File: src/rtl/cpc_io_pkg.sv
// Shared CPC I/O types and constants for the HPS upload/download paths.
// Latency: none (declarations only).
// Backpressure: none (declarations only).
package cpc_io_pkg;

   // ioctl_index value that selects the main-RAM snapshot upload
   localparam logic [7:0]  UP_INDEX_SNAP = 8'd1;

   // SDRAM byte address of main RAM (upload offset 0)
   localparam logic [22:0] RAM_BASE_MAIN = 23'h200000;

   // Uploader FSM: waiting for a request, waiting for an SDRAM slot, fetching
   typedef enum logic [1:0] {
      UP_IDLE,
      UP_PEND,
      UP_FETCH
   } up_state_t;

endpackage

File: src/rtl/ram_upload_if.sv
// HPS ioctl upload port plus the SDRAM read port owned by the uploader.
// Latency: none (wiring only).
// Backpressure: ioctl_wait stalls the HPS until the requested byte is valid.
interface ram_upload_if;

   logic        ioctl_upload;
   logic [7:0]  ioctl_index;
   logic        ioctl_rd;
   logic [24:0] ioctl_addr;
   logic [7:0]  ioctl_din;
   logic        ioctl_wait;

   logic        ram_oe;
   logic [22:0] ram_a;
   logic [1:0]  ram_bank;
   logic [7:0]  ram_dout;

   // HPS / SDRAM side: issues read requests, supplies SDRAM data
   modport master (
      output ioctl_upload, ioctl_index, ioctl_rd, ioctl_addr, ram_dout,
      input  ioctl_din, ioctl_wait, ram_oe, ram_a, ram_bank
   );

   // Uploader side: serves read requests, drives the SDRAM read port
   modport slave (
      input  ioctl_upload, ioctl_index, ioctl_rd, ioctl_addr, ram_dout,
      output ioctl_din, ioctl_wait, ram_oe, ram_a, ram_bank
   );

endinterface

File: src/rtl/ref_delay.sv
// Counts LAT_REFS ce_ref strobes after a load and pulses done on the last one.
// Latency: done is combinational on the LAT_REFS-th ce_ref seen while run is high.
// Backpressure: none; run gates counting, a new load restarts the count.
module ref_delay #(
   parameter int LAT_REFS = 2
) (
   input  logic clk_sys,
   input  logic reset,
   input  logic ce_ref,
   input  logic load,
   input  logic run,
   output logic done
);

   logic [1:0] cnt;

   // Reload on issue, then count ce_ref periods down while fetching
   always_ff @(posedge clk_sys) begin
      if (reset)
         cnt <= 2'd0;
      else if (load)
         cnt <= 2'(LAT_REFS);
      else if (run && ce_ref && cnt != 2'd0)
         cnt <= cnt - 2'd1;
   end

   // The strobe that takes the counter from 1 to 0 is the data sample point
   assign done = run & ce_ref & (cnt == 2'd1);

endmodule

File: src/rtl/ram_upload.sv
// Serves HPS ioctl upload byte reads from SDRAM and sums the bytes served.
// Latency: in-range byte valid at most 16*(LAT_REFS+1) clk_sys after ioctl_rd.
// Backpressure: ioctl_wait holds the HPS off; reads arriving while busy are dropped and flagged.
module ram_upload
   import cpc_io_pkg::*;
#(
   parameter logic [7:0]  UP_INDEX  = UP_INDEX_SNAP,
   parameter logic [22:0] RAM_BASE  = RAM_BASE_MAIN,
   parameter int          SIZE_LOG2 = 17,
   parameter int          LAT_REFS  = 2
) (
   input  logic        clk_sys,
   input  logic        reset,
   input  logic        ce_ref,
   ram_upload_if.slave io,
   input  logic [1:0]  bank_sel,
   output logic        hold_reset,
   output logic        busy,
   output logic        err,
   output logic [7:0]  sum
);

   up_state_t state, nxt_state;

   logic act, act_rise, in_range, rd_req;
   logic accept, reject, issue, finish, abort, overlap;
   logic run, done;

   // A session is only ours when the HPS selects our file index
   assign act      = io.ioctl_upload & (io.ioctl_index == UP_INDEX);
   // hold_reset is act delayed by one cycle, so it doubles as the edge detector
   assign act_rise = act & ~hold_reset;
   assign in_range = (io.ioctl_addr[24:SIZE_LOG2] == '0);
   assign rd_req   = act & io.ioctl_rd;

   ref_delay #(
      .LAT_REFS (LAT_REFS)
   ) u_ref_delay (
      .clk_sys (clk_sys),
      .reset   (reset),
      .ce_ref  (ce_ref),
      .load    (issue),
      .run     (run),
      .done    (done)
   );

   // State register
   always_ff @(posedge clk_sys) begin
      if (reset)
         state <= UP_IDLE;
      else
         state <= nxt_state;
   end

   // Next state; losing the session aborts from any state
   always_comb begin
      nxt_state = state;
      if (!act) begin
         nxt_state = UP_IDLE;
      end else begin
         case (state)
            UP_IDLE:  if (io.ioctl_rd && in_range) nxt_state = UP_PEND;
            UP_PEND:  if (ce_ref)                  nxt_state = UP_FETCH;
            UP_FETCH: if (done)                    nxt_state = UP_IDLE;
            default:                               nxt_state = UP_IDLE;
         endcase
      end
   end

   // Decoded per-cycle actions; a ce_ref coincident with the request is skipped
   // because issue is only taken from PEND
   always_comb begin
      accept  = (state == UP_IDLE) & rd_req & in_range;
      reject  = (state == UP_IDLE) & rd_req & ~in_range;
      issue   = act & (state == UP_PEND) & ce_ref;
      run     = (state == UP_FETCH);
      finish  = act & done;
      abort   = ~act & (state != UP_IDLE);
      overlap = rd_req & (state != UP_IDLE);
   end

   // Session tracking: hold the core in reset and latch the bank at session start
   always_ff @(posedge clk_sys) begin
      if (reset) begin
         hold_reset  <= 1'b0;
         io.ram_bank <= 2'd0;
      end else begin
         hold_reset <= act;
         if (act_rise)
            io.ram_bank <= bank_sel;
      end
   end

   // SDRAM request and HPS wait/busy handshake; ram_a only moves in IDLE so it
   // is stable for the whole time ram_oe is high
   always_ff @(posedge clk_sys) begin
      if (reset) begin
         io.ram_a      <= 23'd0;
         io.ram_oe     <= 1'b0;
         io.ioctl_wait <= 1'b0;
         busy          <= 1'b0;
      end else begin
         if (accept) begin
            io.ram_a      <= RAM_BASE + 23'(io.ioctl_addr[SIZE_LOG2-1:0]);
            io.ioctl_wait <= 1'b1;
            busy          <= 1'b1;
         end
         if (issue)
            io.ram_oe <= 1'b1;
         if (finish || abort) begin
            io.ram_oe     <= 1'b0;
            io.ioctl_wait <= 1'b0;
            busy          <= 1'b0;
         end
      end
   end

   // Returned byte and running checksum; out-of-range offsets read as erased flash
   always_ff @(posedge clk_sys) begin
      if (reset) begin
         io.ioctl_din <= 8'hFF;
         sum          <= 8'd0;
      end else begin
         if (reject)
            io.ioctl_din <= 8'hFF;
         if (finish) begin
            io.ioctl_din <= io.ram_dout;
            sum          <= sum + io.ram_dout;
         end
         if (act_rise)
            sum <= 8'd0;
      end
   end

   // Sticky protocol error: a request arrived while a fetch was still in flight
   always_ff @(posedge clk_sys) begin
      if (reset)
         err <= 1'b0;
      else if (act_rise)
         err <= 1'b0;
      else if (overlap)
         err <= 1'b1;
   end

endmodule

File: src/flat_wrapper.sv
// flat-port wrapper written by rule: the top's interface ports become plain ports
module ram_upload_flat import cpc_io_pkg::*;
#(
   parameter logic [7:0]  UP_INDEX  = UP_INDEX_SNAP,
   parameter logic [22:0] RAM_BASE  = RAM_BASE_MAIN,
   parameter int          SIZE_LOG2 = 17,
   parameter int          LAT_REFS  = 2
)
  (clk_sys, reset, ce_ref, bank_sel, hold_reset, busy, err, sum, io_ioctl_upload, io_ioctl_index, io_ioctl_rd, io_ioctl_addr, io_ram_dout, io_ioctl_din, io_ioctl_wait, io_ram_oe, io_ram_a, io_ram_bank);
  ram_upload_if io_i ();
  input  logic clk_sys;
  input  logic reset;
  input  logic ce_ref;
  input  logic [1:0] bank_sel;
  output logic hold_reset;
  output logic busy;
  output logic err;
  output logic [7:0] sum;
  input wire logic [$bits(io_i.ioctl_upload)-1:0] io_ioctl_upload;
  input wire logic [$bits(io_i.ioctl_index)-1:0] io_ioctl_index;
  input wire logic [$bits(io_i.ioctl_rd)-1:0] io_ioctl_rd;
  input wire logic [$bits(io_i.ioctl_addr)-1:0] io_ioctl_addr;
  input wire logic [$bits(io_i.ram_dout)-1:0] io_ram_dout;
  output wire logic [$bits(io_i.ioctl_din)-1:0] io_ioctl_din;
  output wire logic [$bits(io_i.ioctl_wait)-1:0] io_ioctl_wait;
  output wire logic [$bits(io_i.ram_oe)-1:0] io_ram_oe;
  output wire logic [$bits(io_i.ram_a)-1:0] io_ram_a;
  output wire logic [$bits(io_i.ram_bank)-1:0] io_ram_bank;
  assign io_i.ioctl_upload = io_ioctl_upload;
  assign io_i.ioctl_index = io_ioctl_index;
  assign io_i.ioctl_rd = io_ioctl_rd;
  assign io_i.ioctl_addr = io_ioctl_addr;
  assign io_i.ram_dout = io_ram_dout;
  assign io_ioctl_din = io_i.ioctl_din;
  assign io_ioctl_wait = io_i.ioctl_wait;
  assign io_ram_oe = io_i.ram_oe;
  assign io_ram_a = io_i.ram_a;
  assign io_ram_bank = io_i.ram_bank;
  ram_upload #(.UP_INDEX(UP_INDEX), .RAM_BASE(RAM_BASE), .SIZE_LOG2(SIZE_LOG2), .LAT_REFS(LAT_REFS)) u_core (.clk_sys(clk_sys), .reset(reset), .ce_ref(ce_ref), .io(io_i), .bank_sel(bank_sel), .hold_reset(hold_reset), .busy(busy), .err(err), .sum(sum));
endmodule
File: config.mk
export PLATFORM = sky130hd
export DESIGN_NAME = ram_upload_flat
export DESIGN_NICKNAME = d
export VERILOG_FILES = /design/src/rtl/cpc_io_pkg.sv /design/src/rtl/ram_upload_if.sv /design/src/rtl/ref_delay.sv /design/src/rtl/ram_upload.sv /design/src/flat_wrapper.sv
export SDC_FILE = /design/constraint.sdc
export NUM_CORES = 1
export LEC_CHECK = 0
export ABC_AREA = 1
export BUFFER_PORTS_ARGS = -buffer_cell sky130_fd_sc_hd__clkbuf_2
export CAP_MARGIN = 20
export CELL_PAD_IN_SITES_DETAIL_PLACEMENT = 0
export CELL_PAD_IN_SITES_GLOBAL_PLACEMENT = 1
export CORE_ASPECT_RATIO = 0.6
export CORE_UTILIZATION = 35
export CTS_BUF_LIST = sky130_fd_sc_hd__clkbuf_16
export DETAILED_ROUTE_END_ITERATION = 7
export HOLD_SLACK_MARGIN = 0.15
export PLACE_DENSITY_LB_ADDON = 0.1
export SYNTH_ARGS = -nofsm -noshare
export SYNTH_HDL_FRONTEND = slang
export SYNTH_SLANG_ARGS = --single-unit
File: constraint.sdc
create_clock -name clk_sys -period 2.6 [get_ports clk_sys]
set_input_delay 0.26 -clock clk_sys [delete_from_list [all_inputs] [get_ports clk_sys]]
set_output_delay 0.26 -clock clk_sys [all_outputs]
set_load 0.05 [all_outputs]
==> results of run 1 <==
## logic make-up (layout without fill, tap and decap cells)
group / Yosys count / after routing / synth area share
adders and majority gates: 10 / 10 / 0.0572
buffers and inverters: 70 / 153 / 0.149
and+or+nand+nor: 177 / 177 / 0.334
DFF: 44 / 44 / 0.380
AOI/OAI and AO/OA: 26 / 26 / 0.0588
xor gates and xnor gates: 5 / 5 / 0.0189
other: 1 / 5 / 0.00162
## stage by stage
| step | area (um^2) | setup WS (ns) | cells | hold slack (ns) | util |
|---|---|---|---|---|---|
| finish | 2890 | 0.834 | 504 | 0.192 | 0.463 |
| global route | 2890 | 0.634 | 504 | 0.189 | 0.463 |
| CTS | 2890 | 0.834 | 504 | 0.188 | 0.463 |
| detailed placement | 2750 | 0.840 | 496 | 0.445 | 0.440 |
| global placement | 2750 | 0.903 | 496 | 0.436 | 0.440 |
| floorplan | 2330 | 0.595 | 337 | 0.329 | - |
## power by group through the flow
| stage | clock network (mW) | registers [mW] | logic, mW |
|---|---|---|---|
| finish | 0.601 | 0.674 | 0.0950 |
| global route | 0.650 | 0.674 | 0.105 |
| CTS | 0.622 | 0.674 | 0.0955 |
| detailed placement | 0 | 0.689 | 0.0949 |
| global placement | 0 | 0.689 | 0.0953 |
| floorplan | 0 | 0.689 | 0.0561 |
## worst max-delay path, delay by kind of cell (launching register included)
family | cells | cell delay [ns]
compound gates | 1 | 0.30
simple gates | 5 | 0.39
buf+inv | 1 | 0.05
flops | 1 | 0.35
fa+ha+maj | 2 | 0.57
## placed cells by master (no fill, tap or decap), drive strengths merged
master,n
clkinvlp,1
inv,57
nand2,84
buf,1
nor3,2
nand4,3
clkinv,1
nor2,62
o21a,2
fa,1
a21oi,16
or2,8
a31oi,1
xor2,2
clkbuf,93
o21ai,7
dfxtp,44
xnor2,3
nor3b,1
ha,9
nand3b,3
nand3,14
conb,5
## final cells by class
type / instances / area [um^2] / area share
clock inverter: 3 / 15.0 / 0.00519
inverter: 56 / 210 / 0.0727
tap: 84 / 105 / 0.0364
multi-input combinational: 223 / 1110 / 0.383
timing repair buffer: 89 / 448 / 0.155
sequential: 44 / 881 / 0.305
clock buffer: 5 / 125 / 0.0433
## flip-flops by register name (all words and copies together), names as in the netlist
| register | cells |
|---|---|
| u_core.busy | 1 |
| u_core.u_ref_delay.cnt | 2 |
| u_core.io.ram_bank | 2 |
| u_core.io.ram_oe | 1 |
| u_core.err | 1 |
| u_core.io.ram_a | 18 |
| u_core.io.ioctl_din | 8 |
| u_core.hold_reset | 1 |
| u_core.sum | 8 |
| u_core.state | 2 |
## routing by layer
| metal | global-route usage | up-vias |
|---|---|---|
| li1 | - | 1162 |
| met1 | 0.244 | 900 |
| met2 | 0.240 | 68 |
| met3 | 0.0463 | 2 |
| met4 | 0.0308 | 0 |
| met5 | 0 | - |
## final timing paths
path,startpoint,endpoint,slack (ns)
min,bank_sel[1],u_core.io.ram_bank[1],0.19
max,u_core.sum[0],u_core.sum[6],0.83
max reg2reg,u_core.sum[0],u_core.sum[6],0.83
min reg2reg,u_core.err,u_core.err,0.45
==> flow_metrics.env, run 1 <==
export IMPL_run_status="finished, final reports clean"
export IMPL_fin_total_pwr_mw=1.37
export IMPL_core_area_um2=6250
export IMPL_flow_area_growth_from_synthesis_pct=24.7
export IMPL_synth_async_reset_ratio=0
export IMPL_sw_power_mw=0.309
export IMPL_power_share_switching=0.226
export IMPL_port_buffers=88
export IMPL_ctsLongestPathBuffers=2
export IMPL_worst_setup_hold_path_clk_slew_ns=0.06
export IMPL_report_final_slew_viol_count=0
export IMPL_worst_ir_drop_vdd_uv=287
export IMPL_synthDominantCellAreaShare=0.380
export IMPL_fin_crit_ns=1.77
export IMPL_placement_rows=22
export IMPL_cellInternalPower_mw=1.06
export IMPL_grt_pass1_wl_um=9030
export IMPL_ctsRootBufferMaster="sky130_fd_sc_hd__clkbuf_16"
export IMPL_antenna_diode_count=0
export IMPL_timing_final_hold_violations=0
export IMPL_arrival_time_of_data_at_the_critical_path_endpoint_ns=1.94
export IMPL_antenna_violating_nets_post_route=0
export IMPL_power_density_nw_per_um2=474
export IMPL_chipWidth_um=107
export IMPL_grt_antenna_before_repair=0
export IMPL_cap_viol_max_count=0
export IMPL_initial_core_util=0.371
export IMPL_critical_path_max_stage_delay_ns=0.40
export IMPL_first_iter_violations=121
export IMPL_detailedPlacementHpwl_um=4110
export IMPL_static_leakage_power_nw=1.66
export IMPL_all_layer_gr_usage=0.166
export IMPL_ys_top_cells_by_count="sky130_fd_sc_hd__nand2_1, sky130_fd_sc_hd__nor2_1, sky130_fd_sc_hd__inv_1"
export IMPL_cts_buffers=5
export IMPL_max_slew_margin=0.661
export IMPL_metal1_wirelength_um=2950
export IMPL_post_cts_setup_buffer_count=0
export IMPL_maximum_number_of_pins_on_one_net_before_global_route_repair=37
export IMPL_cell_area_after_synthesis_um2=2320
export IMPL_drt_total_wl_um=5380
export IMPL_synth_area_per_cell_um2=6.96
export IMPL_yosys_cell_count_top_type="sky130_fd_sc_hd__nand2_1"
export IMPL_post_synth_top_area_cell="sky130_fd_sc_hd__dfxtp_1"
export IMPL_timing_fmax_ghz=0.566
export IMPL_routed_via_density=4.23
export IMPL_dr_pass1_iters=4
export IMPL_final_min_period_over_clock_period=0.679
export IMPL_synth_enable_flop_cells=0
export IMPL_clock_power_share=0.439
export IMPL_die_area_um2=6960
export IMPL_top_level_ports=94
export IMPL_cts_resized=0
export IMPL_die_h_um=65.0
export IMPL_required_time_at_the_worst_slack_endpoint_ns=2.77
export IMPL_synth_flop_cell="sky130_fd_sc_hd__dfxtp_1"
export IMPL_grt_ovfl_total=0
export IMPL_final_fill_count=674
export IMPL_timing_critical_path_from_type="register"
export IMPL_worst_pin_slew_ns=0.508
export IMPL_tritoncts_clock_tree="done"
export IMPL_critPathMaxFanout=3
export IMPL_crit_chain="ha_1, inv_1, fa_1, o21ai_0, nand2_1, nand3_1, nand2_1, nor2_1, nor2_1"
export IMPL_first_global_vias=1917
export IMPL_critPathCaptureType="register"
export IMPL_clkLatencyLatePin_ns=0.28
export IMPL_via_count=2132
export IMPL_min_path_cells=2
export IMPL_seq_area_frac_synth=0.380
export IMPL_part_of_the_total_power_dissipated_in_sequential_elements=0.492
export IMPL_timing_setup_tns_ns=0
export IMPL_grt_setup_unrepaired="no"
export IMPL_wl_met3_um=331
export IMPL_level_count_of_the_clock_h_tree=2
export IMPL_gp_congestion=0.755
export IMPL_synth_top_area_cells="sky130_fd_sc_hd__dfxtp_1, sky130_fd_sc_hd__nand2_1, sky130_fd_sc_hd__nor2_1, sky130_fd_sc_hd__inv_1, sky130_fd_sc_hd__ha_1"
export IMPL_critical_path_slowest_cell="sky130_fd_sc_hd__fa_1"
export IMPL_skew_ns=0.00190
export IMPL_critical_path_class="register to register"
export IMPL_clkSinkCount=44
export IMPL_maxUsedRoutingLayer="met4"
export IMPL_r2r_cells=9
export IMPL_finish_net_count=477
export IMPL_count_of_mapped_cells_out_of_synthesis=333
export IMPL_combPwrFrac=0.069
export IMPL_routed_wl_met2_um=2080
export IMPL_synth_seq_cells=44
export IMPL_hold_path_class="input pin to register"
export IMPL_setup_violations=0
export IMPL_wl_per_cell_um=10.7
export IMPL_post_detailed_route_drc_marker_count=0
export IMPL_synthDistinctLibCells=30
export IMPL_proportion_of_layout_cells_with_a_drive_suffix_above_1=0.260
export IMPL_post_cts_hold_buffer_count=0
export IMPL_yosys_warnings=0
No activity file was read; power rests on OpenSTA's default activity.
==> inputs of run 2 (changes only) <==
--- a/config.mk
+++ b/config.mk
@@ -11,7 +11,7 @@
 export CELL_PAD_IN_SITES_DETAIL_PLACEMENT = 0
 export CELL_PAD_IN_SITES_GLOBAL_PLACEMENT = 1
 export CORE_ASPECT_RATIO = 0.6
-export CORE_UTILIZATION = 35
+export CORE_UTILIZATION = 33
 export CTS_BUF_LIST = sky130_fd_sc_hd__clkbuf_16
 export DETAILED_ROUTE_END_ITERATION = 7
 export HOLD_SLACK_MARGIN = 0.15
==> constraint.sdc (replaced) <==
create_clock -name clk_sys -period 1.8 [get_ports clk_sys]
set_input_delay 0.18 -clock clk_sys [delete_from_list [all_inputs] [get_ports clk_sys]]
set_output_delay 0.18 -clock clk_sys [all_outputs]
set_load 0.05 [all_outputs]
==> run 2 against run 1 <==
Wire length rose by 4.2%. Clock power rose by 44%. Register-to-register slack worse by 0.68 ns. Critical endpoint is now u_core.sum[4].
==> flow_metrics.env, run 2 (synthesis results as in run 1) <==
export IMPL_largest_register_ff_count=18
export IMPL_clkSinkCount=44
export IMPL_part_of_the_total_power_dissipated_in_sequential_elements=0.484
export IMPL_whs_ns=0.157
export IMPL_finish_net_count=499
export IMPL_timing_fmax_ghz=0.608
export IMPL_initial_core_util=0.344
export IMPL_static_leakage_power_nw=1.76
export IMPL_core_area_um2=6730
export IMPL_worst_setup_hold_path_clk_slew_ns=0.06
export IMPL_top_regs="u_core.io.ram_a (18), u_core.io.ioctl_din (8), u_core.sum (8)"
export IMPL_cellInternalPower_mw=1.55
export IMPL_tritoncts_clock_tree="done"
export IMPL_cts_buffers=5
export IMPL_post_cts_setup_buffer_count=0
export IMPL_final_fill_count=709
export IMPL_post_detailed_route_drc_marker_count=0
export IMPL_timing_final_hold_violations=0
export IMPL_drt_total_wl_um=5600
export IMPL_all_layer_gr_usage=0.160
export IMPL_port_buffers=88
export IMPL_antenna_violating_nets_post_route=0
export IMPL_clock_power_share=0.431
export IMPL_worst_ir_drop_vdd_uv=497
export IMPL_wl_per_cell_um=10.6
export IMPL_grt_pass1_wl_um=8800
export IMPL_r2r_cells=8
export IMPL_grt_setup_unrepaired="no"
export IMPL_required_time_at_the_worst_slack_endpoint_ns=2.02
export IMPL_place_area_um2=2780
export IMPL_routed_via_density=4.15
export IMPL_timing_setup_tns_ns=0
export IMPL_report_final_slew_viol_count=0
export IMPL_power_density_nw_per_um2=646
export IMPL_critical_path_slowest_cell="sky130_fd_sc_hd__fa_1"
export IMPL_timing_critical_path_from_type="register"
export IMPL_timing_critical_path_max_delay_family="adder cells"
export IMPL_chipWidth_um=110
export IMPL_clkLatencyLatePin_ns=0.28
export IMPL_critical_path_class="register to register"
export IMPL_final_min_period_over_clock_period=0.913
export IMPL_gp_congestion=0.712
export IMPL_fin_total_pwr_mw=2.01
export IMPL_proportion_of_layout_cells_with_a_drive_suffix_above_1=0.261
export IMPL_critPathMaxFanout=3
export IMPL_layout_cell_area_non_filler_um2=3110
export IMPL_critPathCaptureType="register"
export IMPL_final_cells=528
export IMPL_flow_area_growth_from_synthesis_pct=34.1
export IMPL_post_place_cells=502
export IMPL_antenna_diode_count=0
export IMPL_most_common_layout_cells="sky130_fd_sc_hd__clkbuf_2, sky130_fd_sc_hd__nand2_1, sky130_fd_sc_hd__inv_1, sky130_fd_sc_hd__nor2_1, sky130_fd_sc_hd__dfxtp_1"
export IMPL_critPathBufInv=2
export IMPL_worst_path_stages=8
export IMPL_crit_chain="ha_1, inv_1, fa_1, o21ai_2, buf_4, xor2_1, nor2_1, nor2_1"
export IMPL_via_count=2189
export IMPL_layout_commonest_cell="sky130_fd_sc_hd__clkbuf_2"
export IMPL_combPwrFrac=0.085
export IMPL_cap_viol_max_count=0
export IMPL_ctsRootBufferMaster="sky130_fd_sc_hd__clkbuf_16"
export IMPL_grt_ovfl_total=0
export IMPL_grt_antenna_before_repair=0
export IMPL_ctsLongestPathBuffers=2
export IMPL_detailedPlacementHpwl_um=4170
export IMPL_run_status="finished, final reports clean"
export IMPL_sw_power_mw=0.454
export IMPL_power_share_switching=0.226
export IMPL_die_h_um=66.9
export IMPL_arrival_time_of_data_at_the_critical_path_endpoint_ns=1.87
export IMPL_skew_ns=0.00274
export IMPL_hold_path_class="input pin to register"
export IMPL_dr_pass1_iters=4
export IMPL_top_register="u_core.io.ram_a"
export IMPL_first_global_vias=1888
export IMPL_min_path_cells=3
export IMPL_critical_path_max_stage_delay_ns=0.42
export IMPL_placement_rows=23
export IMPL_level_count_of_the_clock_h_tree=2
export IMPL_maximum_number_of_pins_on_one_net_before_global_route_repair=37
export IMPL_die_area_um2=7380
export IMPL_fin_crit_ns=1.64
export IMPL_crit_top_cell="sky130_fd_sc_hd__nor2_1"
export IMPL_top_level_ports=94
export IMPL_first_iter_violations=86
export IMPL_setup_violations=0
-- run 2: cell type report --
class | instances | area (um^2) | share of cell area
clock buffers | 5 | 125 | 0.0402
clock inverters | 2 | 8.76 | 0.00282
inverters | 56 | 210 | 0.0676
multi-input cells | 223 | 1110 | 0.357
flip-flops and latches | 44 | 886 | 0.285
well taps | 87 | 109 | 0.0350
repair buffers | 111 | 661 | 0.212
-- run 2: final timing paths --
path | start | endpoint | slack (ns)
max reg2reg | u_core.sum[0] | u_core.sum[4] | 0.16
min reg2reg | u_core.io.ram_a[21] | u_core.io.ram_a[21] | 0.46
max | u_core.sum[0] | u_core.sum[4] | 0.16
min | io_ioctl_addr[16] | u_core.io.ram_a[16] | 0.16
-- run 2: through the flow --
step / util / worst slack [ns]
global route: 0.462 / 0.0152
finish: 0.462 / 0.157
global placement: 0.413 / 0.0132
CTS: 0.461 / 0.0746
floorplan: - / 0.0433
detailed placement: 0.413 / -0.0119
-- run 2: layer usage --
layer  routed length (um)  vias to the layer above  track usage
met5                    0                        -            0
met4                   53                        0       0.0444
met3                  432                        6       0.0528
met2                 2070                       68        0.222
met1                 3040                      910        0.231
li1                     -                     1205            -
-- run 2: what timing repair did --
action	4_1_cts	5_1_grt
setup endpoints to repair	1	2
gates resized for setup	1	1
pin swaps	0	1
endpoints found under the hold margin	20	0
hold buffers	19	0
-- run 2: power by group through the flow --
stage,clock (mW),combinational [mW],sequential (mW)
after floorplan,0,0.0811,0.994
after global placement,0,0.138,0.994
after detailed placement,0,0.139,0.994
after CTS,0.896,0.172,0.972
after global routing,0.929,0.189,0.972
final,0.864,0.171,0.972
-- run 2: tightest hold or removal path: stages --
cell and delay (ns):
sky130_fd_sc_hd__clkbuf_2 0.09, sky130_fd_sc_hd__nor2_1 0.04, sky130_fd_sc_hd__nor2_1 0.09
==> inputs of run 3 (changes only) <==
--- a/config.mk
+++ b/config.mk
@@ -11,6 +11,7 @@
 export CELL_PAD_IN_SITES_DETAIL_PLACEMENT = 0
 export CELL_PAD_IN_SITES_GLOBAL_PLACEMENT = 1
 export CORE_ASPECT_RATIO = 0.6
+export CORE_MARGIN = 2
 export CORE_UTILIZATION = 33
 export CTS_BUF_LIST = sky130_fd_sc_hd__clkbuf_16
 export DETAILED_ROUTE_END_ITERATION = 7
==> run 3 against run 2 <==
Final area grew 0.60%. Global-route usage shrank 0.41 points. Largest cell class unchanged. Highest routed layer unchanged. Wire length grew 3.2%.
==> flow_metrics.env, run 3 (synthesis results as in run 1) <==
export IMPL_placement_rows=23
export IMPL_proportion_of_layout_cells_with_a_drive_suffix_above_1=0.266
export IMPL_timing_fmax_ghz=0.602
export IMPL_critPathMaxFanout=3
export IMPL_core_area_um2=6730
export IMPL_whs_ns=0.165
export IMPL_report_final_slew_viol_count=0
export IMPL_grt_pass1_wl_um=9380
export IMPL_die_area_um2=7730
export IMPL_finish_net_count=500
export IMPL_fin_crit_ns=1.66
export IMPL_power_density_nw_per_um2=644
export IMPL_ff2ff_setup_slack_ns=0.14
export IMPL_tritoncts_clock_tree="done"
export IMPL_grt_ovfl_total=0
export IMPL_final_min_period_over_clock_period=0.922
export IMPL_most_common_layout_cells="sky130_fd_sc_hd__clkbuf_2, sky130_fd_sc_hd__nand2_1, sky130_fd_sc_hd__nor2_1, sky130_fd_sc_hd__inv_1, sky130_fd_sc_hd__dfxtp_1"
export IMPL_fin_total_pwr_mw=2.01
export IMPL_timing_final_hold_violations=0
export IMPL_post_detailed_route_drc_marker_count=0
export IMPL_timing_setup_tns_ns=0
export IMPL_die_h_um=68.9
export IMPL_clkSinkCount=44
export IMPL_level_count_of_the_clock_h_tree=2
export IMPL_worst_ir_drop_vdd_uv=314
export IMPL_largest_register_ff_count=18
export IMPL_chipWidth_um=112
export IMPL_first_global_vias=1930
export IMPL_setup_violations=0
export IMPL_ctsLongestPathBuffers=2
export IMPL_run_status="finished, final reports clean"
export IMPL_skew_ns=0.00649
export IMPL_cts_buffers=5
export IMPL_cap_viol_max_count=0
export IMPL_critPathCaptureType="register"
export IMPL_ctsRootBufferMaster="sky130_fd_sc_hd__clkbuf_16"
export IMPL_gp_congestion=0.761
export IMPL_clkLatencyLatePin_ns=0.28
export IMPL_maximum_number_of_pins_on_one_net_before_global_route_repair=37
export IMPL_dr_pass1_iters=4
export IMPL_top_level_ports=94
export IMPL_antenna_diode_count=0
export IMPL_critical_path_class="register to register"
export IMPL_layout_commonest_cell="sky130_fd_sc_hd__clkbuf_2"
export IMPL_required_time_at_the_worst_slack_endpoint_ns=2.02
export IMPL_finalCoreUtilization=0.465
export IMPL_top_register="u_core.io.ram_a"
export IMPL_final_fill_count=740
export IMPL_flow_area_growth_from_synthesis_pct=34.9
export IMPL_all_layer_gr_usage=0.156
export IMPL_arrival_time_of_data_at_the_critical_path_endpoint_ns=1.88
export IMPL_initial_core_util=0.344
export IMPL_routed_via_density=4.10
export IMPL_port_buffers=88
export IMPL_wl_per_cell_um=10.9
export IMPL_drt_total_wl_um=5780
export IMPL_first_iter_violations=81
export IMPL_detailedPlacementHpwl_um=4400
export IMPL_static_leakage_power_nw=1.73
export IMPL_worst_setup_hold_path_clk_slew_ns=0.06
export IMPL_top_regs="u_core.io.ram_a (18), u_core.io.ioctl_din (8), u_core.sum (8)"
export IMPL_timing_critical_path_from_type="register"
export IMPL_hold_path_class="input pin to register"
export IMPL_grt_setup_unrepaired="no"
export IMPL_grt_antenna_before_repair=0
export IMPL_antenna_violating_nets_post_route=0
export IMPL_via_count=2173
[run 3: final timing paths]
kind                        end  cells past startpoint             start
max               u_core.sum[4]                      8     u_core.sum[0]
min          u_core.io.ram_a[0]                      3  io_ioctl_addr[0]
max reg2reg       u_core.sum[4]                      8     u_core.sum[0]
min reg2reg    u_core.io.ram_oe                      2  u_core.io.ram_oe
[run 3: final cells by class]
type,instances,area [um^2],share of cell area
multi-input combinational,223,1110,0.356
clock inverter,3,13.8,0.00440
sequential,44,886,0.283
clock buffer,5,125,0.0400
inverter,56,214,0.0684
timing repair buffer,112,666,0.213
tap,87,109,0.0348
[run 3: report_power, final]
part           switching, mW  internal [mW]  leakage (nW)  total, mW
Combinational         0.0878         0.0809          1.31      0.169
Sequential         0.0000635          0.972         0.356      0.972
Clock                  0.369          0.505        0.0710      0.874
[run 3: timing repair]
| item | in CTS | in global routing |
|---|---|---|
| setup buffers | 0 | 2 |
| resized for setup | 0 | 3 |
| endpoints found under the hold margin | 18 | 0 |
| hold buffers | 18 | 0 |
| setup endpoints to repair | 0 | 3 |
[run 3: critical path: stages (launching register included)]
cell and delay, ns:
sky130_fd_sc_hd__dfxtp_4 0.35, sky130_fd_sc_hd__ha_1 0.15, sky130_fd_sc_hd__inv_1 0.05, sky130_fd_sc_hd__fa_1 0.42, sky130_fd_sc_hd__o21ai_1 0.22, sky130_fd_sc_hd__buf_4 0.14
sky130_fd_sc_hd__xor2_1 0.13, sky130_fd_sc_hd__nor2_1 0.05, sky130_fd_sc_hd__nor2_1 0.09
[run 3: metal layers]
| layer | track usage | part of all wire |
|---|---|---|
| met1 | 0.233 | 0.56 |
| met2 | 0.224 | 0.37 |
| met3 | 0.0446 | 0.063 |
| met4 | 0.0274 | 0.0040 |
| met5 | 0 | 0 |
[run 3: through the flow]
stage	cell area, um^2	setup WS (ns)	cells
floorplan	2340	0.0433	337
global placement	2780	0.0441	502
detailed placement	2780	0.0481	502
CTS	3100	0.0229	528
global route	3130	0.00522	530
finish	3130	0.140	530
